## src/rtl/apb_ic_pkg.sv

```systemverilog
// Shared types and constants for the 1-master / N-slave APB fabric.
// Holds FSM encoding, error codes and the default 4-slave address map.
package apb_ic_pkg;

  typedef enum logic [1:0] {
    ST_IDLE   = 2'd0,
    ST_SETUP  = 2'd1,
    ST_ACCESS = 2'd2
  } state_e;

  localparam logic [1:0] ERR_NONE    = 2'b00;
  localparam logic [1:0] ERR_DECODE  = 2'b01;
  localparam logic [1:0] ERR_TIMEOUT = 2'b10;
  localparam logic [1:0] ERR_SLVERR  = 2'b11;

  localparam int unsigned DEF_NUM_SLAVES = 4;

  localparam logic [127:0] DEF_SLV_BASE =
    {32'h3000, 32'h2000, 32'h1000, 32'h0000};

  localparam logic [127:0] DEF_SLV_MASK =
    {4{32'hFFFF_F000}};

endpackage

```

## src/rtl/apb_ic_decoder.sv

```systemverilog
// Combinational base/mask priority decoder; lowest matching index wins.
// Ports: addr in; idx = winning slave, miss = no window matched.
module apb_ic_decoder
  import apb_ic_pkg::*;
#(
  parameter int unsigned NUM_SLAVES = DEF_NUM_SLAVES,
  parameter int unsigned ADDR_W     = 32,
  parameter int unsigned IDX_W      = 2,
  parameter logic [NUM_SLAVES*ADDR_W-1:0] SLV_BASE = DEF_SLV_BASE,
  parameter logic [NUM_SLAVES*ADDR_W-1:0] SLV_MASK = DEF_SLV_MASK
) (
  input  logic [ADDR_W-1:0] addr,
  output logic [IDX_W-1:0]  idx,
  output logic              miss
);

  // Scan high to low so the lowest matching index is the last written.
  always_comb begin
    idx  = '0;
    miss = 1'b1;
    for (int i = NUM_SLAVES - 1; i >= 0; i--) begin
      if ((addr & SLV_MASK[i*ADDR_W +: ADDR_W]) ==
          SLV_BASE[i*ADDR_W +: ADDR_W]) begin
        idx  = IDX_W'(i);
        miss = 1'b0;
      end
    end
  end

endmodule

```

## src/rtl/apb_interconnect_nslv.sv

```systemverilog
// 1-master / N-slave APB fabric: default slave, ready timeout, sticky error record.
// Master APB in, per-slave PSEL_S/PENABLE_S out, err_* record. Macro: APB_IC_TIMEOUT_EN.
module apb_interconnect_nslv
  import apb_ic_pkg::*;
#(
  parameter int unsigned NUM_SLAVES     = DEF_NUM_SLAVES,
  parameter int unsigned ADDR_W         = 32,
  parameter int unsigned DATA_W         = 32,
  parameter logic [NUM_SLAVES*ADDR_W-1:0] SLV_BASE = DEF_SLV_BASE,
  parameter logic [NUM_SLAVES*ADDR_W-1:0] SLV_MASK = DEF_SLV_MASK,
  parameter int unsigned TIMEOUT_CYCLES = 255
) (
  input  logic                         PCLK,
  input  logic                         PRESET,
  input  logic                         PSEL,
  input  logic                         PENABLE,
  input  logic                         PWRITE,
  input  logic [ADDR_W-1:0]            PADDR,
  input  logic [DATA_W-1:0]            PWDATA,
  output logic [DATA_W-1:0]            PRDATA,
  output logic                         PREADY,
  output logic                         PSLVERR,
  output logic [NUM_SLAVES-1:0]        PSEL_S,
  output logic [NUM_SLAVES-1:0]        PENABLE_S,
  output logic                         PWRITE_S,
  output logic [ADDR_W-1:0]            PADDR_S,
  output logic [DATA_W-1:0]            PWDATA_S,
  input  logic [NUM_SLAVES*DATA_W-1:0] PRDATA_S,
  input  logic [NUM_SLAVES-1:0]        PREADY_S,
  input  logic [NUM_SLAVES-1:0]        PSLVERR_S,
  input  logic                         err_clr,
  output logic                         err_valid,
  output logic [1:0]                   err_code,
  output logic [ADDR_W-1:0]            err_addr
);

  localparam int unsigned IDX_W =
    (NUM_SLAVES > 1) ? $clog2(NUM_SLAVES) : 1;

  state_e            state_q, state_d;
  logic [IDX_W-1:0]  sel_q, sel_d, dec_idx, cur_idx;
  logic              def_q, def_d, dec_miss, cur_def;
  logic              err_valid_q, err_valid_d;
  logic [1:0]        err_code_q, err_code_d;
  logic [ADDR_W-1:0] err_addr_q, err_addr_d;

  logic setup, access, slv_rdy, abort;
  logic pready_m, pslverr_m, err_ev;
  logic [DATA_W-1:0] rd_arr [NUM_SLAVES];

  for (genvar g = 0; g < NUM_SLAVES; g++) begin : g_rd
    assign rd_arr[g] = PRDATA_S[g*DATA_W +: DATA_W];
  end

  apb_ic_decoder #(
    .NUM_SLAVES (NUM_SLAVES),
    .ADDR_W     (ADDR_W),
    .IDX_W      (IDX_W),
    .SLV_BASE   (SLV_BASE),
    .SLV_MASK   (SLV_MASK)
  ) u_dec (
    .addr (PADDR),
    .idx  (dec_idx),
    .miss (dec_miss)
  );

  // state_q records the phase of the previous cycle, so an access
  // cycle is only honoured when it follows a setup or a wait state.
  assign setup   = PSEL & ~PENABLE;
  assign access  = PSEL & PENABLE & (state_q != ST_IDLE);
  assign slv_rdy = PREADY_S[sel_q];
  assign cur_idx = access ? sel_q : dec_idx;
  assign cur_def = access ? def_q : dec_miss;

`ifdef APB_IC_TIMEOUT_EN
  localparam int unsigned CNT_W = $clog2(TIMEOUT_CYCLES + 1);
  logic [CNT_W-1:0] cnt_q, cnt_d;

  assign abort = access & ~def_q & ~slv_rdy &
                 (cnt_q == CNT_W'(TIMEOUT_CYCLES));

  always_comb begin
    cnt_d = cnt_q;
    if (setup) begin
      cnt_d = '0;
    end else if (access & ~def_q & ~slv_rdy & ~abort) begin
      cnt_d = cnt_q + CNT_W'(1);
    end
  end

  always_ff @(posedge PCLK or posedge PRESET) begin
    if (PRESET) cnt_q <= '0;
    else        cnt_q <= cnt_d;
  end
`else
  assign abort = 1'b0;
`endif

  assign pready_m  = access & (def_q | slv_rdy | abort);
  assign pslverr_m = access &
                     (def_q | abort | (slv_rdy & PSLVERR_S[sel_q]));
  assign err_ev    = pready_m & pslverr_m;

  always_comb begin
    for (int i = 0; i < NUM_SLAVES; i++) begin
      PSEL_S[i] = PSEL & ~cur_def & ~abort & ~PRESET &
                  (cur_idx == IDX_W'(i));
      PENABLE_S[i] = PENABLE & PSEL_S[i];
    end
  end

  assign PWRITE_S = PWRITE;
  assign PADDR_S  = PADDR;
  assign PWDATA_S = PWDATA;

  assign PREADY  = pready_m & ~PRESET;
  assign PSLVERR = pslverr_m & ~PRESET;
  assign PRDATA  = (access & ~def_q & slv_rdy & ~PRESET) ?
                   rd_arr[sel_q] : '0;

  always_comb begin
    state_d = ST_IDLE;
    if (PSEL) begin
      if (!PENABLE) state_d = ST_SETUP;
      else if (access && !pready_m) state_d = ST_ACCESS;
    end
  end

  assign sel_d = setup ? dec_idx : sel_q;
  assign def_d = setup ? dec_miss : def_q;

  // A clear in the same cycle as a new error still captures it.
  always_comb begin
    err_valid_d = err_valid_q;
    err_code_d  = err_code_q;
    err_addr_d  = err_addr_q;
    if (err_clr) err_valid_d = 1'b0;
    if (err_ev && (!err_valid_q || err_clr)) begin
      err_valid_d = 1'b1;
      err_addr_d  = PADDR;
      if (def_q)        err_code_d = ERR_DECODE;
      else if (slv_rdy) err_code_d = ERR_SLVERR;
      else              err_code_d = ERR_TIMEOUT;
    end
  end

  always_ff @(posedge PCLK or posedge PRESET) begin
    if (PRESET) begin
      state_q     <= ST_IDLE;
      sel_q       <= '0;
      def_q       <= 1'b0;
      err_valid_q <= 1'b0;
      err_code_q  <= ERR_NONE;
      err_addr_q  <= '0;
    end else begin
      state_q     <= state_d;
      sel_q       <= sel_d;
      def_q       <= def_d;
      err_valid_q <= err_valid_d;
      err_code_q  <= err_code_d;
      err_addr_q  <= err_addr_d;
    end
  end

  assign err_valid = err_valid_q;
  assign err_code  = err_code_q;
  assign err_addr  = err_addr_q;

endmodule
```

## config.mk

```make
export PLATFORM = sky130hd
export DESIGN_NAME = apb_interconnect_nslv
export DESIGN_NICKNAME = d
export VERILOG_FILES = /design/src/rtl/apb_ic_pkg.sv /design/src/rtl/apb_ic_decoder.sv /design/src/rtl/apb_interconnect_nslv.sv
export SDC_FILE = /design/constraint.sdc
export NUM_CORES = 1
export LEC_CHECK = 0
export ABC_CLOCK_PERIOD_IN_PS = 2200
export CAP_MARGIN = 20
export CORE_AREA = 2 2 133 135
export CTS_CLUSTER_SIZE = 12
export DETAILED_ROUTE_END_ITERATION = 8
export DIE_AREA = 0 0 135 137
export PLACE_DENSITY = 0.62
export SLEW_MARGIN = 20
export SYNTH_ARGS = -nofsm -noshare
export SYNTH_HDL_FRONTEND = slang
export SYNTH_SLANG_ARGS = --single-unit
export TNS_END_PERCENT = 5
```

## constraint.sdc

```tcl
create_clock -name PCLK -period 2.2 [get_ports PCLK]
set_input_delay 0.44 -clock PCLK [delete_from_list [all_inputs] [get_ports PCLK]]
set_output_delay 0.44 -clock PCLK [all_outputs]
set_load 0.05 [all_outputs]
```

==> reports/results.txt <==
Share of power burned in registers: 27.4%
Dpl hpwl: 12,000 um
CP Data Required Time: 1.76 ns
Clock Sinks: 40
Part of the Yosys area used for sequential elements: 29.6%
Synthesized flop and latch total: 40
Rel. slew slack: 63.0%
F_max: 402 MHz
P&R area growth vs syn: 121%
H-tree lvl count: 2
Startpoint class of the critical path: input port
Die X-Extent: 135 um
Core area: 17,100 um2
Pin count of the biggest net entering global routing: 41
Unrepaired setup endpoints after global routing: true
Antenna violation net count after detailed routing: 0
Mux cell area share after synthesis: 36.6%
Fin crit share: 113%
Mapped cell area: 3380 um2
Hold Crit Class: reg2reg
CTS buffer count: 5
Max Fanout on Critical Path: 7
Arrival time at the worst endpoint: 2.05 ns
Routed vias: 3,286
Status: finished with violations
Initial antenna violation count: 0
Final worst setup slack: -0.286 ns
Combinational share of power: 52.8%
Netlist cell types: 30
Final Hold Viols: 0
CTS max path bufs: 2
CTS Root Cell: clkbuf_16
Least-Margin Pin Slew: 0.553 ns
Kind of end point of the critical path: output pin
Number of I/O port buffers: 281
Switching Share: 37.8%
Final routed DRC violation total: 0
Final nets: 734
Cells after synthesis: 278
FILL cells: 1,555
Final setup violating endpoints: 41
Post-Syn Nets: 484
Place WS: -0.757 ns
Worst-path cell chain: buf_6 -> or4_4 -> nor3_4 -> buf_12 -> a41oi_2 -> buf_6 -> nor3_4 -> buf_12
Syn Area/Cell: 12.2 um2
GPL Wtd Cong: 0.718
First-pass GRT wire length: 20,500 um
Vias in the first global route: 3,503
Layout cells sized above 1: 45.7%
Clock Pin Slew Worst Setup and Hold Paths: 0.06 ns
Crit Path Category: in2out
Sum Neg Setup Slack: -5.11 ns
PwrDens: 492 nW/um2
Antenna diode count: 0
Largest family of logic cells by synthesized area: multiplexers
CTS tree: done
Via density: 4.36
Post-Synth Adder-Cell Area: 0%
I/O pin total: 348
Clock power frac: 19.8%
Post-synthesis simple-gate area fraction: 12.6%
Row Count: 48
Fin. max-slew vios: 0
Worst-Skew Late Latency: 0.28 ns
Fin crit period: 2.49 ns
Number of instances in the placed design: 745
Drt first pass iters: 4
Compound-Gate Fraction of Synth Area: 3.22%
Total power: 3680 uW
Die footprint: 18,500 um2
Int Power: 2290 uW
Gr ovfl total: 0
Max Cap Violations: 0
Failing checks: setup timing
Synth Area in XOR/XNOR: 0%
CP max-delay cell: or4_4
YS warnings: 0
Total Routing Usage GR: 14.3%
Detailed Route WL: 14,400 um
Psw: 1390 uW
Lkg Pwr: 0.00308 uW
Peak supply drop: 495 uV
Drt initial violations: 62
Fin util: 43.8%
CP max stage delay: 0.54 ns
Die Y: 137 um
Avg WL per Cell: 19.1 um
Starting Density: 19.8%
Final Non-Filler Cells: 754
Max Clock Skew: 0.00230 ns
kinds of logic after synthesis:
| group | count (synthesis) |
|---|---|
| muxes | 69 |
| AOI/OAI and AO/OA | 11 |
| and+or+nand+nor | 70 |
| DFF | 40 |
| buffers and inverters | 88 |
stage by stage:
step	instance area, um2	hold slack (ns)
3_5_place_dp	7150	0.486
5_1_grt	7470	0.517
2_1_floorplan	3490	0.424
6_report	7470	0.493
3_3_place_gp	7150	0.463
4_1_cts	7400	0.503
timing repair:
item,CTS,global route
buffers inserted,1,1
hold buffers,0,0
gates resized for setup,59,25
pin swaps,17,17
endpoints found under the setup margin,42,42
sequential cells by signal, summed over array words and instances (netlist names):
name and count:
err_code 2, err_addr 32, def_q 1, state_q 2, sel_q 2, err_valid 1
critical path: cells and delay by family:
| kind | cells | cell delay [ns] |
|---|---|---|
| simple gates | 3 | 0.93 |
| buf+inv | 4 | 0.56 |
| compound gates | 1 | 0.12 |
worst paths after layout:
path,start,end,slack [ns],cells past startpoint
setup / recovery,PADDR[15],PENABLE_S[1],-0.29,8
hold / removal,err_code[0],err_code[0],0.49,1
setup reg to reg,sel_q[0],err_addr[23],0.19,7
hold reg to reg,err_code[0],err_code[0],0.49,1
max in group asynchronous,PRESET,sel_q[0],1.15,4
min in group asynchronous,PRESET,err_code[1],0.67,4
layout make-up:
type,count,area (um2),area share (%)
Sequential cell,40,1000,13.4
Timing Repair Buffer,326,3970,53.2
Tap cell,225,282,3.77
Inverter,5,22.5,0.302
Multi-Input combinational cell,150,2040,27.3
Clock buffer,8,146,1.96
placed cells by master, fill, tap and decap left out, drive strengths merged, types with 2 or more instances in the layout:
cell | synthesis | final
dfrtp | 40 | 40
nand3b | 2 | 2
inv | 5 | 4
mux2i | 5 | 5
dlymetal6s2s | 0 | 2
a41o | 2 | 2
a41oi | 2 | 2
mux2 | 32 | 32
clkbuf | 10 | 13
nand2 | 3 | 3
nand2b | 3 | 3
a31oi | 2 | 2
mux4 | 32 | 32
nor3 | 11 | 11
nor2 | 7 | 7
nand3 | 2 | 2
a22o | 2 | 2
clkdlybuf4s15 | 0 | 4
clkdlybuf4s50 | 0 | 186
nor4 | 3 | 3
buf | 73 | 122
and3 | 36 | 36
dlygate4sd2 | 0 | 7
nor2b | 2 | 2
power groups by stage:
stage / clock network [uW] / registers, uW / logic, uW
2_1_floorplan: 0 / 1600 / 632
3_3_place_gp: 0 / 1010 / 1940
3_5_place_dp: 0 / 1010 / 1950
4_1_cts: 742 / 1010 / 1960
5_1_grt: 772 / 1020 / 2010
6_report: 728 / 1010 / 1940
synth_stat cells:
cell type	number	area, um2
buf_4	65	488
dfrtp_1	40	1000
and3_1	36	225
mux4_2	32	721
mux2_4	28	420
clkbuf_1	10	37.5
nor3_1	10	50.1
nor2_1	7	26.3
inv_1	5	18.8
mux2i_1	5	50.1
buf_2	4	20.0
buf_6	4	45.0
mux2_2	4	45.0
nand2_1	3	11.3
nand2b_1	3	18.8
nor4_1	3	18.8
a22o_1	2	17.5
a31oi_1	2	12.5
a41o_1	2	20.0
nand3b_1	2	15.0
nor2b_1	2	12.5
a21oi_1	1	5.00
a32oi_2	1	16.3
a41oi_1	1	8.76
a41oi_2	1	16.3
nand3_1	1	5.00
nand3_4	1	17.5
nor3_4	1	16.3
o211ai_2	1	12.5
or4_1	1	7.51
per-layer routing:
| metal | global-route usage [%] | share of wire [%] |
|---|---|---|
| met1 | 15.9 | 35 |
| met2 | 26.3 | 53 |
| met3 | 5.11 | 11 |
| met4 | 2.84 | 1.5 |
| met5 | 0 | 0 |
No activity file was read; power rests on OpenSTA's default activity.
